`src/rtl/fiapp_fault_monitor.sv`:
```
// fiapp_fault_monitor: checks the fiapp stage invariants o3 == !o2 and
// o2 == previous o1 every armed cycle. It counts violating cycles, records
// which invariant failed and the cycle of the first failure, and raises an
// alarm with an irq/ack handshake once THRESH violations have been seen.
module fiapp_fault_monitor #(
    parameter int unsigned WARMUP = 2,
    parameter int unsigned THRESH = 4,
    parameter int unsigned CNT_W  = 8,
    parameter int unsigned CYC_W  = 16
) (
    input  logic             clk,
    input  logic             reset,
    input  logic             obs_o1,
    input  logic             obs_o2,
    input  logic             obs_o3,
    input  logic             clr,
    input  logic             irq_ack,
    output logic             armed,
    output logic             alarm,
    output logic             irq,
    output logic [CNT_W-1:0] err_cnt,
    output logic [1:0]       err_code,
    output logic             first_valid,
    output logic [CYC_W-1:0] first_stamp
);

    localparam int unsigned       WRM_W     = 4;
    localparam logic [WRM_W-1:0]  WARM_LAST = WRM_W'(WARMUP - 1);
    localparam logic [CNT_W-1:0]  CNT_MAX   = {CNT_W{1'b1}};
    localparam logic [CNT_W-1:0]  THRESH_V  = CNT_W'(THRESH);

    typedef enum logic [1:0] {
        ST_WARMUP  = 2'd0,
        ST_ARMED   = 2'd1,
        ST_ALARM   = 2'd2,
        ST_LATCHED = 2'd3
    } state_t;

    state_t           state_q, state_d;
    logic [WRM_W-1:0] warm_q, warm_d;
    logic [CYC_W-1:0] cyc_q, cyc_d;
    logic             o1_prev_q;
    logic [CNT_W-1:0] cnt_d;
    logic [1:0]       code_d;
    logic             fv_d;
    logic [CYC_W-1:0] fs_d;
    logic             checking;
    logic             v_cmp;
    logic             v_shf;
    logic             viol;

    // State and datapath registers; outputs are registered from next state.
    always_ff @(posedge clk or posedge reset) begin
        if (reset) begin
            state_q     <= ST_WARMUP;
            warm_q      <= '0;
            cyc_q       <= '0;
            o1_prev_q   <= 1'b0;
            err_cnt     <= '0;
            err_code    <= 2'b00;
            first_valid <= 1'b0;
            first_stamp <= '0;
            armed       <= 1'b0;
            alarm       <= 1'b0;
            irq         <= 1'b0;
        end else begin
            state_q     <= state_d;
            warm_q      <= warm_d;
            cyc_q       <= cyc_d;
            o1_prev_q   <= obs_o1;
            err_cnt     <= cnt_d;
            err_code    <= code_d;
            first_valid <= fv_d;
            first_stamp <= fs_d;
            armed       <= (state_d != ST_WARMUP);
            alarm       <= (state_d == ST_ALARM) || (state_d == ST_LATCHED);
            irq         <= (state_d == ST_ALARM);
        end
    end

    // Next-state, violation detection and counter/flag updates.
    always_comb begin
        state_d  = state_q;
        warm_d   = warm_q;
        cyc_d    = cyc_q;
        cnt_d    = err_cnt;
        code_d   = err_code;
        fv_d     = first_valid;
        fs_d     = first_stamp;

        checking = (state_q != ST_WARMUP);
        v_cmp    = checking && (obs_o3 == obs_o2);
        v_shf    = checking && (obs_o2 != o1_prev_q);
        viol     = v_cmp || v_shf;

        if (clr) begin
            // Clear wins over any concurrent violation or acknowledge.
            state_d = ST_WARMUP;
            warm_d  = '0;
            cyc_d   = '0;
            cnt_d   = '0;
            code_d  = 2'b00;
            fv_d    = 1'b0;
            fs_d    = '0;
        end else begin
            if (checking) begin
                cyc_d = cyc_q + CYC_W'(1);
                if (viol) begin
                    if (err_cnt != CNT_MAX) begin
                        cnt_d = err_cnt + CNT_W'(1);
                    end
                    code_d = err_code | {v_shf, v_cmp};
                    if (!first_valid) begin
                        fv_d = 1'b1;
                        fs_d = cyc_q;
                    end
                end
            end

            case (state_q)
                ST_WARMUP: begin
                    // Masks the post-reset window where o2 = o3 = 0 upstream.
                    if (warm_q == WARM_LAST) begin
                        state_d = ST_ARMED;
                        warm_d  = '0;
                        cyc_d   = '0;
                    end else begin
                        warm_d = warm_q + WRM_W'(1);
                    end
                end
                ST_ARMED: begin
                    if (cnt_d >= THRESH_V) begin
                        state_d = ST_ALARM;
                    end
                end
                ST_ALARM: begin
                    if (irq_ack) begin
                        state_d = ST_LATCHED;
                    end
                end
                default: begin
                    state_d = ST_LATCHED;
                end
            endcase
        end
    end

endmodule

```
`config.mk`:
```
export PLATFORM = sky130hd
export DESIGN_NAME = fiapp_fault_monitor
export DESIGN_NICKNAME = d
export VERILOG_FILES = /design/src/rtl/fiapp_fault_monitor.sv
export SDC_FILE = /design/constraint.sdc
export NUM_CORES = 1
export LEC_CHECK = 0
export ABC_AREA = 1
export CORE_ASPECT_RATIO = 0.6
export CORE_MARGIN = 4
export CORE_UTILIZATION = 56
export CTS_BUF_LIST = sky130_fd_sc_hd__clkbuf_4
export DETAILED_ROUTE_END_ITERATION = 10
export PLACE_DENSITY = 0.81
export SYNTH_ARGS = -nofsm -noshare
export SYNTH_HDL_FRONTEND = slang
export SYNTH_SLANG_ARGS = --single-unit
```
`constraint.sdc`:
```
create_clock -name clk -period 3.12 [get_ports clk]
set_clock_uncertainty 0.05 [all_clocks]
set_input_delay 0.624 -clock clk [delete_from_list [all_inputs] [get_ports clk]]
set_output_delay 0.624 -clock clk [all_outputs]
set_load 0.05 [all_outputs]
```
==> impl_metrics.yaml <==
outcome:
  run_status: "completed"
yosys:
  synth.ff_latch_count: 53
  synth_top_family_by_area: "simple AND/OR/NAND/NOR gates"
  synth_cell_type_count: 36
  synth_top_cell_area_share_pct: 49.0
  synthesis.area_um2: 2710
  yosys-top-cells-area: "dfrtp_1 49%, nand2_1 8.5%, inv_1 7.8%"
  yosys.area_share.simple_pct: 25.5
  synthesis.nets: 329
  synth.avg_cell_area_um2: 8.51
  synth_compound_area_share_pct: 10.7
  yosysSeqAreaShare_pct: 49.0
  synth_xor_area_share_pct: 1.62
  yosys_warnings: 0
  synth.mux.area_fraction_pct: 0
  syn_inst: 318
  synth_area_leader_cell: "dfrtp_1"
  yosys.area_share.adder_pct: 1.85
min_path:
  hold_class: "reg2reg"
  worstHoldEndpoint: "err_code[1]"
  min_path_cells: 2
  min_from: "err_code[1]"
power_and_ir_drop:
  seqPwrFrac_pct: 38.2
  power_frac_comb_pct: 45.6
  p_switching_mw: 1.06
  p_leak_nw: 1.44
  powerDensity_nw_per_um2: 735
  p_int_mw: 1.28
  swShare_pct: 45.4
  p_clk_share_pct: 16.2
  ir_drop_uv: 390
place:
  place_congestion: 0.863
  portBuffers: 36
  dp_hpwl_um: 4180
route:
  routed_wl_um: 5670
  firstDrtPassIters: 4
  post-route-drc-count: 0
  ant_nets: 0
  vias: 2163
  drt_iter0_drc: 138
  wl_per_cell_um: 13.5
  vias_per_cell: 5.15
flow_run:
  drv_cap: 0
setup_path:
  crit_path_end_kind: "output port"
  path_cells: "clkdlybuf4s50_1"
  cp_top_family: "buffers and inverters"
  cp.arrival_ns: 1.81
  critPathRequiredTime_ns: 2.45
  path_buf_inv: 1
  slowest_delay_ns: 0.87
  r2r_end: "armed"
  cp_max_fo: 8
  slowest_stage: "clkdlybuf4s50_1"
  reg2reg_slack_ns: 1.12
  cp-start-kind: "register"
  ff2ff_path_depth: 13
  worstSetupPathType: "reg2out"
  r2r_start: "err_cnt[0]"
global_routing:
  grt_use_met3_pct: 4.46
  top_usage_layer: "met1"
  globalRouteMet2Util_pct: 29.9
  globalRouteMet1Util_pct: 30.1
  grt_pass1_wl_um: 9510
  grt_remaining_overflow: 0
  track_usage_pct: 20.2
  grt_max_degree: 54
  grt_pass1_vias: 2016
  grt_antenna_before_repair: 0
cells_and_area:
  drive_gt1_share_pct: 10.9
  nets: 367
  fill_cells: 364
  area_growth_pct: 17.6
  num_antenna_cells: 0
  final_core_util_pct: 69.0
timing:
  setup_viol: 0
  tightest_slew_ns: 0.656
  tns_ns: 0
  period_minus_slack_ns: 2.48
  slew_viol_final: 0
  max_freq_mhz: 403
  post-route-period-util_pct: 79.5
  finalHoldViolCount: 0
  slew_headroom_pct: 56.2
  rsz0062_at_grt: "no"
clocking:
  numCtsBuffers: 5
  clkLatencyLatePin_ns: 0.37
  cts.sinks: 53
  cts_tree: "yes"
  cts_setup_buffers: 0
  cts_max_path_buffers: 2
  cts.clk_slew.worst_paths_ns: 0.14
  clockRootBuffer: "clkbuf_4"
  h-tree-depth: 2
  hold_buffers: 0
  cts_resized: 0
floorplan:
  num_rows: 19
  die_w_um: 97.7
  coreArea_um2: 4610
  dieArea_um2: 6050
  num_io_pins: 37
  die_h_um: 61.9
  start_util_pct: 58.7
[power by group through the flow]
| stage | logic, mW | clock network [mW] | registers [mW] |
|---|---|---|---|
| after floorplan | 0.625 | 0 | 1.11 |
| after global placement | 1.04 | 0 | 0.901 |
| after detailed placement | 1.06 | 0 | 0.903 |
| after CTS | 1.07 | 0.388 | 0.890 |
| after global routing | 1.17 | 0.417 | 0.909 |
| final | 1.07 | 0.378 | 0.893 |
[per-stage QoR]
stage               instance area (µm²)  hold WS, ns  setup WS, ns  total power, mW  instances
floorplan                          2710        0.449          1.12             1.73        318
global placement                   3100        0.461         0.726             1.94        412
detailed placement                 3100        0.466         0.637             1.97        412
CTS                                3180        0.486         0.629             2.35        420
global route                       3180        0.527         0.563             2.49        420
finish                             3180        0.479         0.639             2.34        420
[how the worst max path moves through the flow]
stage,cells past startpoint,start,slack [ns],end
final,1,first_valid,0.64,first_valid
after detailed placement,8,obs_o2,0.64,first_stamp[5]
after global placement,9,obs_o2,0.73,first_stamp[12]
after global routing,1,first_valid,0.56,first_valid
after CTS,1,first_valid,0.63,first_valid
after floorplan,12,err_cnt[0],1.12,armed
[area by class of cell]
cell class	count	area, µm²	share of cell area, %
Clock buffer	5	37.5	1.18
Multi-Input combinational cell	194	1070	33.7
Tap cell	63	78.8	2.48
Sequential cell	53	1330	41.7
Inverter	63	241	7.59
Timing Repair Buffer	39	383	12.0
Clock inverter	3	41.3	1.30
[cells by family (layout without fill, tap and decap cells)]
group,after synthesis,count (layout)
AND/OR/NAND/NOR,137,137
AO/OA/AOI/OAI,48,48
flip-flops,53,53
adder cells (fa/ha/maj),4,4
XOR/XNOR,5,5
buffers and inverters,71,110
[cell usage after synthesis]
library cell,n
xnor2_1,3
nand2_8,1
nor3_1,4
nor2_4,2
a21oi_1,16
clkbuf_4,1
nand3_2,4
clkbuf_1,3
nor2_1,22
nor2_2,6
nand2_4,1
inv_1,56
o21ai_0,16
buf_4,2
nor3_4,1
nand2_2,5
nand2_1,61
dfrtp_1,53
a211oi_1,1
buf_12,1
o21ai_1,2
ha_1,4
a22oi_1,1
or2_1,1
o21ai_4,1
o32ai_1,6
inv_6,1
o22ai_1,4
nand4_1,3
o311a_1,1
xor2_1,2
nand3_4,2
clkinv_1,2
buf_6,1
nand3_1,24
inv_2,4
[metal layers]
layer / part of all wire [%] / vias to the layer above
met5: 0 / -
met3: 5.6 / 8
met2: 42 / 57
met1: 52 / 1007
li1: - / 1091
met4: 1.1 / 0
[worst reg2reg max path: cells and delay by family (launching register included)]
| family | cells | cell delay (ns) |
|---|---|---|
| AND/OR/NAND/NOR | 11 | 1.02 |
| flip-flops | 1 | 0.46 |
| adder cells (fa/ha/maj) | 1 | 0.28 |
| buffers and inverters | 1 | 0.10 |
[state kept, by name, summed over array words and instances, names as in the netlist]
signal and count:
state_q 2, warm_q 4, armed 1, o1_prev_q 1, err_cnt 8, err_code 2
alarm 1, cyc_q 16, first_stamp 16, irq 1, first_valid 1
[cells in the final DEF (no fill, tap or decap), types with 4 or more instances in the layout]
cell type | netlist | layout
nand2_1 | 61 | 61
inv_1 | 56 | 55
dfrtp_1 | 53 | 53
clkdlybuf4s50_1 | 0 | 36
nand3_1 | 24 | 24
nor2_1 | 22 | 22
o21ai_0 | 16 | 16
a21oi_1 | 16 | 16
nor2_2 | 6 | 6
o32ai_1 | 6 | 6
inv_2 | 4 | 5
nand2_2 | 5 | 5
clkbuf_4 | 1 | 5
nor3_1 | 4 | 4
o22ai_1 | 4 | 4
nand3_2 | 4 | 4
ha_1 | 4 | 4
Note: power is estimated with default switching activity, not from simulation.
